`config.mk`:
```
export PLATFORM = sky130hd
export DESIGN_NAME = uart_rx_mux
export DESIGN_NICKNAME = d
export VERILOG_FILES = /design/src/rtl/uart_rx_mux_pkg.sv /design/src/rtl/uart_rr_arbiter.sv /design/src/rtl/uart_rx_mux.sv
export SDC_FILE = /design/constraint.sdc
export NUM_CORES = 1
export LEC_CHECK = 0
export CORE_ASPECT_RATIO = 1.25
export CORE_MARGIN = 1
export CORE_UTILIZATION = 52
export CTS_BUF_LIST = sky130_fd_sc_hd__clkbuf_4
export DETAILED_ROUTE_END_ITERATION = 6
export PLACE_DENSITY = 0.82
export SKIP_CTS_REPAIR_TIMING = 1
export SLEW_MARGIN = 30
export SYNTH_ARGS = -nofsm -noshare
export SYNTH_HDL_FRONTEND = slang
export SYNTH_SLANG_ARGS = --single-unit
export TNS_END_PERCENT = 5
```
`constraint.sdc`:
```
create_clock -name clk -period 2.3 [get_ports clk]
set_input_delay 0.23 -clock clk [delete_from_list [all_inputs] [get_ports clk]]
set_output_delay 0.23 -clock clk [all_outputs]
set_load 0.02 [all_outputs]
```
`src/rtl/uart_rx_mux_pkg.sv`:
```
// Shared definitions for the uart_* receive blocks: FSM encoding and the
// channel-id width helper.
package uart_rx_mux_pkg;

    typedef enum logic {
        ST_IDLE  = 1'b0,
        ST_WRITE = 1'b1
    } mux_state_t;

    // Width needed to index n items; at least 1 so a 1-channel id stays legal.
    function automatic int clog2(input int n);
        int w;
        w = 0;
        while ((1 << w) < n) begin
            w = w + 1;
        end
        if (w == 0) begin
            w = 1;
        end
        return w;
    endfunction

endpackage

```
`src/rtl/uart_rr_arbiter.sv`:
```
// Combinational round-robin picker: returns the first requester found when
// searching upward from last_grant+1, wrapping at NCH.
module uart_rr_arbiter
    import uart_rx_mux_pkg::*;
#(
    parameter  int NCH = 4,
    localparam int CW  = clog2(NCH)
) (
    input  logic [NCH-1:0] i_req,
    input  logic [CW-1:0]  i_last_grant,
    output logic [CW-1:0]  o_gnt_idx,
    output logic           o_gnt_any
);

    always_comb begin
        o_gnt_idx = '0;
        o_gnt_any = 1'b0;
        for (int k = 1; k <= NCH; k++) begin
            if (!o_gnt_any && i_req[(int'(i_last_grant) + k) % NCH]) begin
                o_gnt_any = 1'b1;
                o_gnt_idx = CW'((int'(i_last_grant) + k) % NCH);
            end
        end
    end

endmodule

```
`src/rtl/uart_rx_mux.sv`:
```
// Shares one downstream byte write port among NCH UART receivers, with a
// one-byte holding register per channel and per-channel saturating counters.
//
// Handshake: data_in/data_in_chan are valid whenever the FSM is in WRITE; a
// byte is taken on every cycle data_in_write=1, which only happens while
// data_in_wait=0. A grant is never withdrawn while waiting.
module uart_rx_mux
    import uart_rx_mux_pkg::*;
#(
    parameter  int NCH   = 4,
    parameter  int CNT_W = 8,
    localparam int CW    = clog2(NCH)
) (
    input  logic                 clk,
    input  logic                 rst,
    input  logic [NCH*8-1:0]     rx_data,
    input  logic [NCH-1:0]       rx_data_ready,
    input  logic [NCH-1:0]       rx_error,
    output logic [7:0]           data_in,
    output logic [CW-1:0]        data_in_chan,
    input  logic                 data_in_wait,
    output logic                 data_in_write,
    input  logic                 clr_counts,
    output logic [NCH*CNT_W-1:0] ovr_count,
    output logic [NCH*CNT_W-1:0] err_count,
    output logic                 dbg_state
);

    localparam logic [CNT_W-1:0] CNT_MAX = {CNT_W{1'b1}};

    mux_state_t       r_state;
    mux_state_t       w_state_nxt;
    logic             w_write;
    logic             w_load;
    logic [NCH-1:0]   r_valid;
    logic [7:0]       r_hold [NCH];
    logic [CW-1:0]    r_last_grant;
    logic [7:0]       r_data_in;
    logic [CW-1:0]    r_chan;
    logic [CNT_W-1:0] r_ovr [NCH];
    logic [CNT_W-1:0] r_err [NCH];
    logic [CW-1:0]    w_gnt_idx;
    logic             w_gnt_any;
    logic [NCH-1:0]   w_drain;
    logic [NCH-1:0]   w_capture;
    logic [NCH-1:0]   w_ovr_inc;

    uart_rr_arbiter #(.NCH(NCH)) u_arb (
        .i_req        (r_valid),
        .i_last_grant (r_last_grant),
        .o_gnt_idx    (w_gnt_idx),
        .o_gnt_any    (w_gnt_any)
    );

    always_ff @(posedge clk) begin
        if (rst) begin
            r_state <= ST_IDLE;
        end else begin
            r_state <= w_state_nxt;
        end
    end

    always_comb begin
        w_state_nxt = r_state;
        w_write     = 1'b0;
        w_load      = 1'b0;
        case (r_state)
            ST_IDLE: begin
                if (w_gnt_any) begin
                    w_load      = 1'b1;
                    w_state_nxt = ST_WRITE;
                end
            end
            ST_WRITE: begin
                w_write = ~data_in_wait & ~rst;
                if (w_write) begin
                    w_state_nxt = ST_IDLE;
                end
            end
            default: w_state_nxt = ST_IDLE;
        endcase
    end

    always_comb begin
        w_drain   = '0;
        w_capture = '0;
        w_ovr_inc = '0;
        for (int i = 0; i < NCH; i++) begin
            w_drain[i]   = w_write && (int'(r_chan) == i);
            w_capture[i] = rx_data_ready[i] && !rx_error[i];
            w_ovr_inc[i] = w_capture[i] && r_valid[i] && !w_drain[i];
        end
    end

    always_ff @(posedge clk) begin
        if (rst) begin
            r_data_in    <= 8'h00;
            r_chan       <= '0;
            r_last_grant <= CW'(NCH - 1);
        end else if (w_load) begin
            r_data_in    <= r_hold[w_gnt_idx];
            r_chan       <= w_gnt_idx;
            r_last_grant <= w_gnt_idx;
        end
    end

    // A drain and a capture on the same channel leave valid set with the new byte.
    always_ff @(posedge clk) begin
        for (int i = 0; i < NCH; i++) begin
            if (rst) begin
                r_valid[i] <= 1'b0;
                r_hold[i]  <= 8'h00;
            end else if (w_capture[i] && (!r_valid[i] || w_drain[i])) begin
                r_valid[i] <= 1'b1;
                r_hold[i]  <= rx_data[8*i +: 8];
            end else if (w_drain[i]) begin
                r_valid[i] <= 1'b0;
            end
        end
    end

    always_ff @(posedge clk) begin
        for (int i = 0; i < NCH; i++) begin
            if (rst || clr_counts) begin
                r_ovr[i] <= '0;
                r_err[i] <= '0;
            end else begin
                if (w_ovr_inc[i] && r_ovr[i] != CNT_MAX) begin
                    r_ovr[i] <= r_ovr[i] + 1'b1;
                end
                if (rx_error[i] && r_err[i] != CNT_MAX) begin
                    r_err[i] <= r_err[i] + 1'b1;
                end
            end
        end
    end

    always_comb begin
        ovr_count = '0;
        err_count = '0;
        for (int i = 0; i < NCH; i++) begin
            ovr_count[CNT_W*i +: CNT_W] = r_ovr[i];
            err_count[CNT_W*i +: CNT_W] = r_err[i];
        end
    end

    assign data_in       = r_data_in;
    assign data_in_chan  = r_chan;
    assign data_in_write = w_write;
    assign dbg_state     = r_state;

endmodule
```
Word-level counts from Yosys, hierarchy flattened
Memories as Yosys holds them, arrays and structs flattened. A register that Yosys moved wholly into a read port is not among the register bits.
Index checks and enable logic that the tools add are counted.
{"block": "totals", "n_memories": 3, "register_bits": 9, "out_inout_bits": 76, "word_cells": 202, "ramBits": 96}
{"block": "classes", "n_addsub": 12, "reduce_logical": 60, "muxes": 85, "eq_ne": 11, "magnitude_cmp": 4, "bitwise_logic": 20}
{"memory": "r_err", "words": 4, "word_bits": 8, "read_ports": 4, "rd_ports_with_merged_regs": 0, "wr": 4, "line": "uart_rx_mux.sv:41", "text": "logic [CNT_W-1:0] r_err [NCH];"}
{"memory": "r_hold", "words": 4, "word_bits": 8, "read_ports": 1, "rd_ports_with_merged_regs": 1, "wr": 4, "line": "uart_rx_mux.sv:36", "text": "logic [7:0] r_hold [NCH];"}
{"memory": "r_ovr", "words": 4, "word_bits": 8, "read_ports": 4, "rd_ports_with_merged_regs": 0, "wr": 4, "line": "uart_rx_mux.sv:40", "text": "logic [CNT_W-1:0] r_ovr [NCH];"}
{"cell": "8-bit two-way mux", "n": 12}
{"cell": "8-bit by 1-bit adder with 8-bit output, second input constant", "n": 8}
{"cell": "1-bit two-way mux", "n": 64}
{"cell": "8-bit inequality test, second input constant", "n": 8}
{"cell": "1-bit logical AND", "n": 31}
{"cell": "3-bit by 4-bit < comparator with 1-bit output, second input constant", "n": 4}
{"cell": "1-bit zero test", "n": 15}
{"cell": "1-bit bitwise OR", "n": 12}
{"cell": "1-bit binary-select mux with 2-bit select", "n": 4}
{"cell": "2-bit two-way mux", "n": 4}
{"cell": "2-bit nonzero test", "n": 4}
{"cell": "2-bit OR reduction", "n": 4}
{"cell": "1-bit logical OR", "n": 5}
{"cell": "2-bit by 1-bit adder with 2-bit output, second input constant", "n": 2}
{"cell": "2-bit adder, second input constant", "n": 2}
{"cell": "1-bit AND, first input constant", "n": 4}
{"cell": "2-bit == test, second input constant", "n": 2}
{"cell": "1-bit inverter", "n": 3}
{"cell": "2-bit by 1-bit == test with 1-bit output, second input constant", "n": 1}
{"cell": "2-bit zero test", "n": 1}
{"cell": "1-bit one-hot mux with 2 select lines", "n": 1}
{"cell": "1-bit AND", "n": 1}

Longest topological paths before layout
Gate-level depths: netlist (run 1).
{"block": "depth", "word_depth": 18, "mapped_depth": 8, "depth_no_buf": 6}

Modules after synthesis
From an unflattened synthesis (run 1), not the netlist that was laid out.
{"block": "unflattened", "cells_unflattened": 461, "area_unflattened_um2": 5487.8}
{"mod": "uart_rx_mux", "cells_each": 447, "area_per_inst_um2": 5396.4, "instances": 1}
{"mod": "uart_rr_arbiter", "cells_each": 14, "area_per_inst_um2": 91.3, "instances": 1}

Least setup slack after synthesis (run 1)
No wires, ideal clock.
{"block": "synth_path", "path_kind": "reg2reg", "from": "mem r_ovr[2][0]", "to": "mem r_ovr[2][3] (data pin)", "period_less_slack_ns": 2.002, "setup_slack_ns": 0.298, "arrival_time_ns": 1.863, "n_path_buf": 1, "stages_incl_launch_ff": 7, "setup_time_ns": 0.138, "path_cell_list": "edfxtp_1 ha_1 and4_4 or3_1 or3_1 buf_6 nor2_1"}
{"item": "from (decl)", "line": "uart_rx_mux.sv:40"}

==> results of run 1 <==
## power by group through the flow
stage,Sequential [mW],Combinational (mW),Clock [mW]
finish,2.46,0.663,1.47
global route,2.48,0.711,1.58
CTS,2.46,0.668,1.50
detailed placement,2.50,0.663,0
global placement,2.50,0.652,0
floorplan,2.57,0.265,0
## how the worst max path moves through the flow
stage                       from             to  slack [ns]  cells past startpoint
floorplan            r_ovr[2][0]    r_ovr[2][3]        0.30                      6
global placement    data_in_wait    r_ovr[2][3]       -0.05                      6
detailed placement           rst    r_ovr[2][4]       -0.12                      4
CTS                    dbg_state  data_in_write        0.07                      2
global route         r_ovr[2][0]    r_ovr[2][3]        0.06                      5
finish               r_ovr[2][0]    r_ovr[2][6]        0.16                      5
## sequential cells by signal, indices dropped and copies added (netlist names)
| name | flops |
|---|---|
| data_in | 8 |
| data_in_chan | 2 |
| dbg_state | 1 |
| r_err | 32 |
| r_hold | 32 |
| r_last_grant | 2 |
| r_ovr | 32 |
| r_valid | 4 |
## kinds of logic (layout without fill, tap and decap cells)
logic type,count (synthesis),in the layout,synth area share
AOI/OAI and AO/OA,31,31,0.03952
xor gates and xnor gates,48,48,0.07856
adders and majority gates,8,8,0.01871
buffers and inverters,19,165,0.01590
DFF,113,113,0.6023
muxes,17,17,0.03180
and+or+nand+nor,225,225,0.2132
## layout by cell type (no fill, tap or decap), types with 17 or more instances in the layout
cell type	count
and2_1	32
clkbuf_4	18
clkdlybuf4s50_1	119
dfxtp_1	17
edfxtp_1	96
mux2i_1	17
nand2_1	27
nand2b_1	17
nand3_1	26
nor2_1	77
xnor2_1	20
xor2_1	28
## worst reg2reg max path: cells and delay by family (launching register included)
kind,cells,cell delay [ns]
and+or+nand+nor,4,1.19
DFF,1,0.49
adders and majority gates,1,0.32
## Yosys cell counts, types with 3 or more instances
cell / count / area, µm²
o221ai_1: 8 / 70.07
nor2_1: 77 / 289.0
ha_1: 8 / 100.1
o21ai_0: 8 / 40.04
xor2_1: 28 / 245.2
xnor2_1: 20 / 175.2
mux2i_1: 17 / 170.2
nand3b_1: 9 / 67.56
nand2_1: 27 / 101.4
and3_1: 10 / 62.56
a21oi_1: 7 / 35.03
dfxtp_1: 17 / 340.3
nand4_1: 3 / 18.77
or3_1: 8 / 50.05
and2_1: 32 / 200.2
clkbuf_1: 8 / 30.03
nand2b_1: 17 / 106.4
nand3_1: 26 / 130.1
inv_1: 5 / 18.77
nor2b_1: 6 / 37.54
edfxtp_1: 96 / 2883
## metrics by stage
| stage | TNS [ns] | cell area [µm²] | hold WS, ns |
|---|---|---|---|
| 4_1_cts | 0 | 6999 | 0.3222 |
| 5_1_grt | 0 | 7004 | 0.3395 |
| 6_report | 0 | 7004 | 0.3552 |
| 2_1_floorplan | 0 | 5351 | 0.3705 |
| 3_5_place_dp | -6.796 | 6718 | 0.4951 |
| 3_3_place_gp | -0.7924 | 6718 | 0.4816 |
## cell type report
| class | count | share of cell area |
|---|---|---|
| tap | 129 | 0.02304 |
| clock inverter | 14 | 0.02090 |
| multi-input combinational | 329 | 0.2924 |
| sequential | 113 | 0.4602 |
| timing repair buffer | 128 | 0.1815 |
| inverter | 5 | 0.002680 |
| clock buffer | 18 | 0.01929 |
## per-layer routing
layer  GRT usage  up-vias
li1            -     1907
met1      0.2684     1899
met2      0.3872      114
met3     0.07349       24
met4      0.1036        0
met5           0        -
==> metrics.md, run 1 <==
| Metric | Value |
|---|---|
| Worst EP required | `roughly 2.7 ns` |
| Async SR Flop Fraction | `0` |
| Startpoint Class | `flip-flop` |
| #FFs+latches synth | `approximately 110` |
| Sw power | `1.180 mW` |
| Register area share after synthesis | `0.6023` |
| Clock network fraction of total power | `0.321` |
| Pleak | `about 2.6 nW` |
| Final setup viols | `0` |
| Clock root buffer | `clkbuf_4` |
| Reg-to-Reg End | `r_ovr[2][6]` |
| Clock latency at the later pin of the worst-skew pair | `between 0.5 and 0.6 ns` |
| N_diodes | `0` |
| IO buf count | `119` |
| Critical Path End Type | `flip-flop` |
| Synthesized area | `5351 µm²` |
| Pre-CTS WS | `-0.1245 ns` |
| Row count | `between 40 and 50` |
| Largest net degree at the start of global routing | `23` |
| Internal Power | `approximately 3.4 mW` |
| CTS tree | `yes` |
| Filler cells | `roughly 740` |
| CP bufs+invs | `0` |
| Max frequency | `466.2 MHz` |
| Post-detail-place hpwl | `approximately 9000 µm` |
| Fin crit share | `0.9325` |
| Yosys warnings | `0` |
| Die span in y | `between 100 and 150 µm` |
| WL met3 | `~620 µm` |
| DP Cell Count | `just over 700` |
| Vias/cell | `about 5.4` |
| IO Count | `between 100 and 150` |
| DIE WIDTH | `~90 µm` |
| Remaining Overflow, GRT | `0` |
| R2R depth | `5` |
| Gate Count Post-Synth | `roughly 460` |
| Fin crit period | `approximately 2.1 ns` |
| Skew final | `about 0.010 ns` |
| Fin. max-slew vios | `0` |
| Nets@finish | `646` |
| Initial antenna violation count | `0` |
| Area grow syn2layout | `30.89%` |
| Sw Share | `0.2566` |
| Max-cap violations | `0` |
| CTS Buf Count | `17` |
| First-pass GRT wire length | `approximately 18000 µm` |
| Worst path cell trace | `ha_1 > and4_4 > or3_1 > or3_1 > nor2_1` |
| Net Count, Synth | `about 510` |
| Primary FF master, synth | `edfxtp_1` |
| Total track usage | `0.2292` |
| Post-layout power | `between 4 and 5 mW` |
| CP delay by family, top | `simple AND/OR/NAND/NOR gates` |
| CP max stage delay | `about 0.5 ns` |
| Worst slew pin tran | `~0.93 ns` |
| Min-Delay Endpoint | `r_hold[1][5]` |
| Clock buffer depth | `2` |
| Clock Sinks | `113` |
| Combinational power share | `0.144` |
| Final non-filler cell total | `736` |
| Hold path start | `rx_data[13]` |
| Antenna violation net count after detailed routing | `0` |
| Final number of hold-violating endpoints | `0` |
| Met1 wire length | `4910 µm` |
| Sequential share of power | `0.535` |
| Peak VDD IR | `around 0.40 mV` |
| Share of cells above drive strength 1 | `0.07578` |
| DR iter-0 viols | `198` |
| Slew margin rel. | `0.3798` |
| Hold Path Class | `input port to flip-flop` |
| Post-Route Utilization | `0.6966` |
| Hold path depth | `2` |
| Slowest cell on crit path | `edfxtp_1` |
| Register area | `between 3000 and 4000 µm²` |
| Reg-to-reg startpoint | `r_ovr[2][0]` |
| Reg-to-reg setup timing slack | `about 0.16 ns` |
| Count of cell types in the netlist | `39` |
| DR WL/cell | `roughly 16 µm` |
| Power per cell area | `~660 nW/µm²` |
| Top sig layer | `met4` |
| Met2 WL | `6068 µm` |
| EDFF count, synth | `96` |
| CORE AREA | `a little over 10000 µm²` |
| Vias | `between 3000 and 4000` |
| Footprint of the multi-input gates | `2048 µm²` |
| CP Class | `flip-flop to flip-flop` |
| Worst setup margin | `0.1552 ns` |
| Mean post-synth cell area | `approximately 12 µm²` |
| DRC viols | `0` |
| RePlAce Congestion | `0.8466` |
| H-tree depth | `4` |
| Wirelength, routed | `about 12000 µm` |
| Unrepaired setup endpoints after global routing | `false` |
| Worst-path clk slew | `0.10 ns` |
| Total die area | `around 11000 µm²` |
| Vias in the first global route | `between 3000 and 4000` |
| Most common cell type on the critical path | `or3_1` |
| Initial core utilization | `0.5322` |
| First-pass DRT Iterations | `4` |
| Critical Path AT | `2.53 ns` |
| Status | `complete, no violations` |
| Crit-path max FO | `8` |
No activity file was read; power rests on OpenSTA's default activity.
==> run 2: changes to the inputs <==
CORE_MARGIN = not set   (was 1)
GPL_ROUTABILITY_DRIVEN = 0   (was not set)
==> results of run 2 <==
No change in the layout: final DEF, timing and power equal those of run 1.
